--- src/rtl/joystick_debounce.sv ---
// ============================================================================
//  Module      : joystick_debounce
//  Description : Input stage for active-low DB9 joystick switches. Each pin is
//                synchronised with two flops into the i_clk50 domain, then
//                debounced by a per-bit stability counter that only advances
//                on a shared sample tick. Produces the clean active-high
//                state plus registered one-cycle press/release strobes.
//                Optional build macro JOY_SOCD_CLEAN_EN masks opposing
//                directions (up+down, left+right) to released in o_joy.
//                Bit map: [0]=up [1]=down [2]=left [3]=right [4]=fire.
//  Revision    : 1.0  initial release
// ============================================================================
`default_nettype none

module joystick_debounce #(
  parameter int N_INPUTS   = 5,
  parameter int TICK_DIV   = 50000,
  parameter int STABLE_CNT = 4
) (
  input  logic                i_clk50,
  input  logic                i_rst,
  input  logic [N_INPUTS-1:0] i_joy_n,
  output logic [N_INPUTS-1:0] o_joy,
  output logic [N_INPUTS-1:0] o_press,
  output logic [N_INPUTS-1:0] o_release,
  output logic                o_changed,
  output logic                o_tick
);

  localparam int c_presc_w = (TICK_DIV > 1) ? $clog2(TICK_DIV) : 1;
  localparam int c_cnt_w   = (STABLE_CNT > 1) ? $clog2(STABLE_CNT) : 1;
  localparam logic [c_presc_w-1:0] c_tick_max = c_presc_w'(TICK_DIV - 1);
  localparam logic [c_cnt_w-1:0]   c_cnt_max  = c_cnt_w'(STABLE_CNT - 1);

  logic [N_INPUTS-1:0]              r_sync1;
  logic [N_INPUTS-1:0]              r_sync2;
  logic [N_INPUTS-1:0]              w_sample;
  logic [c_presc_w-1:0]             r_presc;
  logic                             w_tick;
  logic [N_INPUTS-1:0][c_cnt_w-1:0] r_cnt;
  logic [N_INPUTS-1:0][c_cnt_w-1:0] w_cnt_next;
  logic [N_INPUTS-1:0]              r_deb;
  logic [N_INPUTS-1:0]              w_deb_next;
  logic [N_INPUTS-1:0]              w_joy_next;
  logic [N_INPUTS-1:0]              r_joy;
  logic [N_INPUTS-1:0]              r_press;
  logic [N_INPUTS-1:0]              r_release;

  // Two-flop synchroniser; resets to the released (high) pin level.
  always_ff @(posedge i_clk50 or posedge i_rst) begin
    if (i_rst) begin
      r_sync1 <= '1;
      r_sync2 <= '1;
    end else begin
      r_sync1 <= i_joy_n;
      r_sync2 <= r_sync1;
    end
  end

  assign w_sample = ~r_sync2;

  // Free-running prescaler producing one tick every TICK_DIV clocks.
  always_ff @(posedge i_clk50 or posedge i_rst) begin
    if (i_rst) begin
      r_presc <= '0;
    end else if (w_tick) begin
      r_presc <= '0;
    end else begin
      r_presc <= r_presc + 1'b1;
    end
  end

  assign w_tick = (r_presc == c_tick_max);

  // Per-bit stability counter: a change is accepted only after STABLE_CNT
  // consecutive ticks that all disagree with the current debounced level.
  always_comb begin
    w_deb_next = r_deb;
    w_cnt_next = r_cnt;
    for (int i = 0; i < N_INPUTS; i++) begin
      if (w_tick) begin
        if (w_sample[i] == r_deb[i]) begin
          w_cnt_next[i] = '0;
        end else if (r_cnt[i] == c_cnt_max) begin
          w_deb_next[i] = w_sample[i];
          w_cnt_next[i] = '0;
        end else begin
          w_cnt_next[i] = r_cnt[i] + 1'b1;
        end
      end
    end
  end

`ifdef JOY_SOCD_CLEAN_EN
  // Opposing directions held together are both reported as released.
  // Requires N_INPUTS >= 4 (directions occupy bits 3:0).
  always_comb begin
    w_joy_next = w_deb_next;
    if (w_deb_next[0] && w_deb_next[1]) w_joy_next[1:0] = 2'b00;
    if (w_deb_next[2] && w_deb_next[3]) w_joy_next[3:2] = 2'b00;
  end
`else
  // Without cleaning the visible state is the raw debounced state.
  always_comb begin
    w_joy_next = w_deb_next;
  end
`endif

  // State registers; strobes come from comparing the next visible state with
  // the current one, so they are high for exactly the cycle after acceptance.
  always_ff @(posedge i_clk50 or posedge i_rst) begin
    if (i_rst) begin
      r_cnt     <= '0;
      r_deb     <= '0;
      r_joy     <= '0;
      r_press   <= '0;
      r_release <= '0;
    end else begin
      r_cnt     <= w_cnt_next;
      r_deb     <= w_deb_next;
      r_joy     <= w_joy_next;
      r_press   <= w_joy_next & ~r_joy;
      r_release <= ~w_joy_next & r_joy;
    end
  end

  assign o_joy     = r_joy;
  assign o_press   = r_press;
  assign o_release = r_release;
  assign o_changed = |(r_press | r_release);
  assign o_tick    = w_tick;

endmodule

`default_nettype wire

--- config.mk ---
export PLATFORM = sky130hd
export DESIGN_NAME = joystick_debounce
export DESIGN_NICKNAME = d
export VERILOG_FILES = /design/src/rtl/joystick_debounce.sv
export SDC_FILE = /design/constraint.sdc
export NUM_CORES = 1
export LEC_CHECK = 0
export ABC_AREA = 0
export CAP_MARGIN = 20
export CORE_MARGIN = 8
export CORE_UTILIZATION = 50
export DETAILED_ROUTE_END_ITERATION = 7
export GPL_TIMING_DRIVEN = 0
export PLACE_DENSITY = 0.73
export SLEW_MARGIN = 20
export SYNTH_ARGS = -nofsm -noshare
export SYNTH_HDL_FRONTEND = slang
export SYNTH_SLANG_ARGS = --single-unit
--- constraint.sdc ---
create_clock -name i_clk50 -period 4.1 [get_ports i_clk50]
set_input_delay 0.82 -clock i_clk50 [delete_from_list [all_inputs] [get_ports i_clk50]]
set_output_delay 0.82 -clock i_clk50 [all_outputs]
set_load 0.01 [all_outputs]
==> impl_metrics.env <==
export IMPL_synth_seq_area_share_pct=58.4
export IMPL_drt_pass1_iter_count=4
export IMPL_r2r_end="o_joy[1]"
export IMPL_layout_worst_path_cycle_share_pct=75.5
export IMPL_maximum_number_of_pins_on_one_net_before_global_route_repair=32
export IMPL_chipWidth_um=82.5
export IMPL_syn_area_per_cell_um2=11.7
export IMPL_fraction_of_final_layout_cells_sized_beyond_drive_strength_1_pct=14.5
export IMPL_p_leak_nw=1.20
export IMPL_cts_root_buffer_cell="sky130_fd_sc_hd__clkbuf_8"
export IMPL_final_design_instance_area_without_fill_um2=2660
export IMPL_p_int_mw=0.764
export IMPL_n_antenna_cell=0
export IMPL_dp_slack_ns=1.34
export IMPL_max_fo_critical_path=7
export IMPL_setup_viol_count_final=0
export IMPL_detailroute_via_count=1486
export IMPL_drv_slew=0
export IMPL_netSwitchingFraction_pct=18.8
export IMPL_drc_errors=0
export IMPL_max_cap_violations=0
export IMPL_period_needed_ns=3.10
export IMPL_power_switching_mw=0.177
export IMPL_worstMarginPinSlew_ns=0.549
export IMPL_cp_startpoint="r_presc[0]"
export IMPL_synth_cell_area_um2=2210
export IMPL_design_final_nets=233
export IMPL_floorplan_core_area_um2=4290
export IMPL_fp_dieH_um=82.5
export IMPL_synthesis_nets=202
export IMPL_setup_worst_path_end="o_tick"
export IMPL_rows=24
export IMPL_total_grt_overflow=0
export IMPL_timing_hold_ws_ns=0.360
export IMPL_power_share_sequential_pct=54.8
export IMPL_gates_resized_cts_repair=0
export IMPL_synth_lib_cells_used_distinct=34
export IMPL_grt_util_overall_pct=13.4
export IMPL_finalSetupTns_ns=0
export IMPL_synth_ff_type="sky130_fd_sc_hd__dfrtp_1"
export IMPL_wl_per_cell_um=14.8
export IMPL_floorplan_initialDensity_pct=51.4
export IMPL_place_area_um2=2520
export IMPL_yosys_warnings=0
export IMPL_cts_setup_buffers=0
export IMPL_cts_tree="built"
export IMPL_critPathKind="flop to primary output"
export IMPL_antenna_violations_before_repair=0
export IMPL_insertion_delay_ns=0.31
export IMPL_cts_hold_repair_buffers=0
export IMPL_synth_ff_latch_count=51
export IMPL_first_pass_grt_wire_length_mm=6.88
export IMPL_first_global_vias=1428
export IMPL_cts_clk_slew_worst_paths_ns=0.09
export IMPL_ios=24
export IMPL_syn_instance_count=189
export IMPL_fmax_ghz=0.323
export IMPL_worstPathArrival_ns=2.28
export IMPL_hold_path_startpoint="r_sync1[4]"
export IMPL_clock_skew_final_ns=0.0106
export IMPL_final_cell_count_no_fill=273
export IMPL_clkSinkCount=51
export IMPL_wl_mm=4.04
export IMPL_power_density_cell_area_nw_per_um2=354
export IMPL_synth_edff_count=0
export IMPL_cp_required_ns=3.28
export IMPL_synth_async_sr_flop_share_pct=100
export IMPL_via_to_cell_ratio=5.44
export IMPL_dpl_hpwl_mm=2.84
export IMPL_relSlewSlack_pct=63.1
export IMPL_detail_route_antenna_nets=0
export IMPL_kind_of_end_point_of_the_critical_path="primary output"
export IMPL_cts_htree_levels=2
export IMPL_worst_hold_path_type="flop to flop"
export IMPL_numCtsBuffers=5
export IMPL_rsz0062_at_grt="no"
export IMPL_dp_cells=265
export IMPL_worst_r2r_setup_slack_ns=2.19
export IMPL_power_share_clock_pct=43.1
export IMPL_power_share_combinational_pct=2.1
export IMPL_area_growth_syn_to_layout_pct=20.3
export IMPL_peakVddDrop_v=0.000223
export IMPL_slack_of_the_critical_path_ns=1.00
export IMPL_port_buffers=23
export IMPL_die_area_um2=6800
export IMPL_ctsLongestPathBuffers=2
export IMPL_gp_congestion=0.776
export IMPL_startpoint_type="flop"
export IMPL_hold_violations=0
export IMPL_fillerInstances=352
export IMPL_rr_worst_depth=4
export IMPL_drt_first_iter_violations=110
export IMPL_worst_r2r_startpoint="r_presc[0]"
export IMPL_run_status="finished clean"
## how the worst min path moves through the flow
stage / slack (ns) / endpoint / cells after the start
finish: 0.36 / r_sync2[4] / 0
global route: 0.36 / r_sync2[1] / 0
CTS: 0.36 / r_sync2[3] / 0
detailed placement: 0.35 / r_sync2[0] / 0
global placement: 0.35 / r_sync2[0] / 0
floorplan: 0.35 / r_sync2[0] / 0
## registers in the layout, indices dropped and copies added (netlist names)
register   count
o_joy          5
r_cnt         10
r_presc       16
r_sync1        5
o_release      5
r_sync2        5
o_press        5
## layer usage
layer | up-vias | track usage (%) | wire, um
li1 | 724 | - | -
met1 | 724 | 17.5 | 1910
met2 | 32 | 19.6 | 1840
met3 | 6 | 4.44 | 204
met4 | 0 | 5.96 | 82
met5 | - | 0 | 0
## synth_stat cells (5+ instances only)
cell / number / area share [%]
sky130_fd_sc_hd__xnor2_1: 8 / 3.2
sky130_fd_sc_hd__ha_1: 6 / 3.4
sky130_fd_sc_hd__nand3_1: 6 / 1.4
sky130_fd_sc_hd__a21o_1: 5 / 1.7
sky130_fd_sc_hd__dfstp_2: 10 / 12
sky130_fd_sc_hd__nor4_1: 14 / 4.0
sky130_fd_sc_hd__nand2_1: 11 / 1.9
sky130_fd_sc_hd__nor2_1: 13 / 2.2
sky130_fd_sc_hd__nand4_1: 5 / 1.4
sky130_fd_sc_hd__dfrtp_1: 41 / 46
sky130_fd_sc_hd__o31ai_1: 7 / 2.4
sky130_fd_sc_hd__inv_1: 15 / 2.5
sky130_fd_sc_hd__xor2_1: 10 / 4.0
## power by group through the flow
stage                     Sequential (mW)  Clock [mW]  Combinational, mW
final                               0.516       0.405             0.0198
after global routing                0.517       0.434             0.0227
after CTS                           0.516       0.413             0.0209
after detailed placement            0.525           0             0.0208
after global placement              0.525           0             0.0183
after floorplan                     0.524           0            0.00951
## critical path: stages (launching register included)
cell                              delay [ns]
sky130_fd_sc_hd__dfrtp_1                0.39
sky130_fd_sc_hd__ha_1                   0.23
sky130_fd_sc_hd__nand4_1                0.38
sky130_fd_sc_hd__nor4_1                 0.37
sky130_fd_sc_hd__clkdlybuf4s50_1        0.60
## metrics by stage
step / util [%] / power [mW]
floorplan: - / 0.534
global placement: 58.3 / 0.543
detailed placement: 58.8 / 0.546
CTS: 61.9 / 0.950
global route: 61.9 / 0.974
finish: 61.9 / 0.941
## layout make-up
class	instances	area [um^2]	area share (%)
Buffer	3	12.5	0.471
Clock buffer	6	72.6	2.73
Clock inverter	2	60.1	2.26
Inverter	15	56.3	2.12
Multi-Input combinational cell	120	851	32.0
Sequential cell	51	1290	48.5
Tap cell	52	65.1	2.45
Timing Repair Buffer	24	250	9.42
## cell usage in the layout (no fill, tap or decap), types with 3 or more instances in the layout
cell,Yosys,final
sky130_fd_sc_hd__nand2_1,11,11
sky130_fd_sc_hd__nand4_1,5,5
sky130_fd_sc_hd__inv_1,15,14
sky130_fd_sc_hd__clkbuf_1,2,3
sky130_fd_sc_hd__o31ai_1,7,7
sky130_fd_sc_hd__nor4_1,14,14
sky130_fd_sc_hd__dfrtp_1,41,41
sky130_fd_sc_hd__o21ai_0,4,4
sky130_fd_sc_hd__clkbuf_8,0,5
sky130_fd_sc_hd__nand3_1,6,6
sky130_fd_sc_hd__ha_1,6,6
sky130_fd_sc_hd__clkdlybuf4s50_1,0,23
sky130_fd_sc_hd__xor2_1,10,10
sky130_fd_sc_hd__or2_2,3,3
sky130_fd_sc_hd__nor3_1,4,4
sky130_fd_sc_hd__xnor2_1,8,8
sky130_fd_sc_hd__nor2_1,13,13
sky130_fd_sc_hd__dfstp_2,10,10
sky130_fd_sc_hd__nand2b_1,3,3
sky130_fd_sc_hd__a21o_1,5,5
## kinds of logic (layout without fill, tap and decap cells)
group           after synthesis  count (layout)  synth area share, %
simple gates                 76              76                 21.6
flops                        51              51                 58.4
compound gates               18              18                 5.44
xor+xnor                     18              18                 7.14
buf+inv                      18              50                 3.12
fa+ha+maj                     6               6                 3.40
mux                           2               2                0.907
Power figures use the tool's default switching activity.
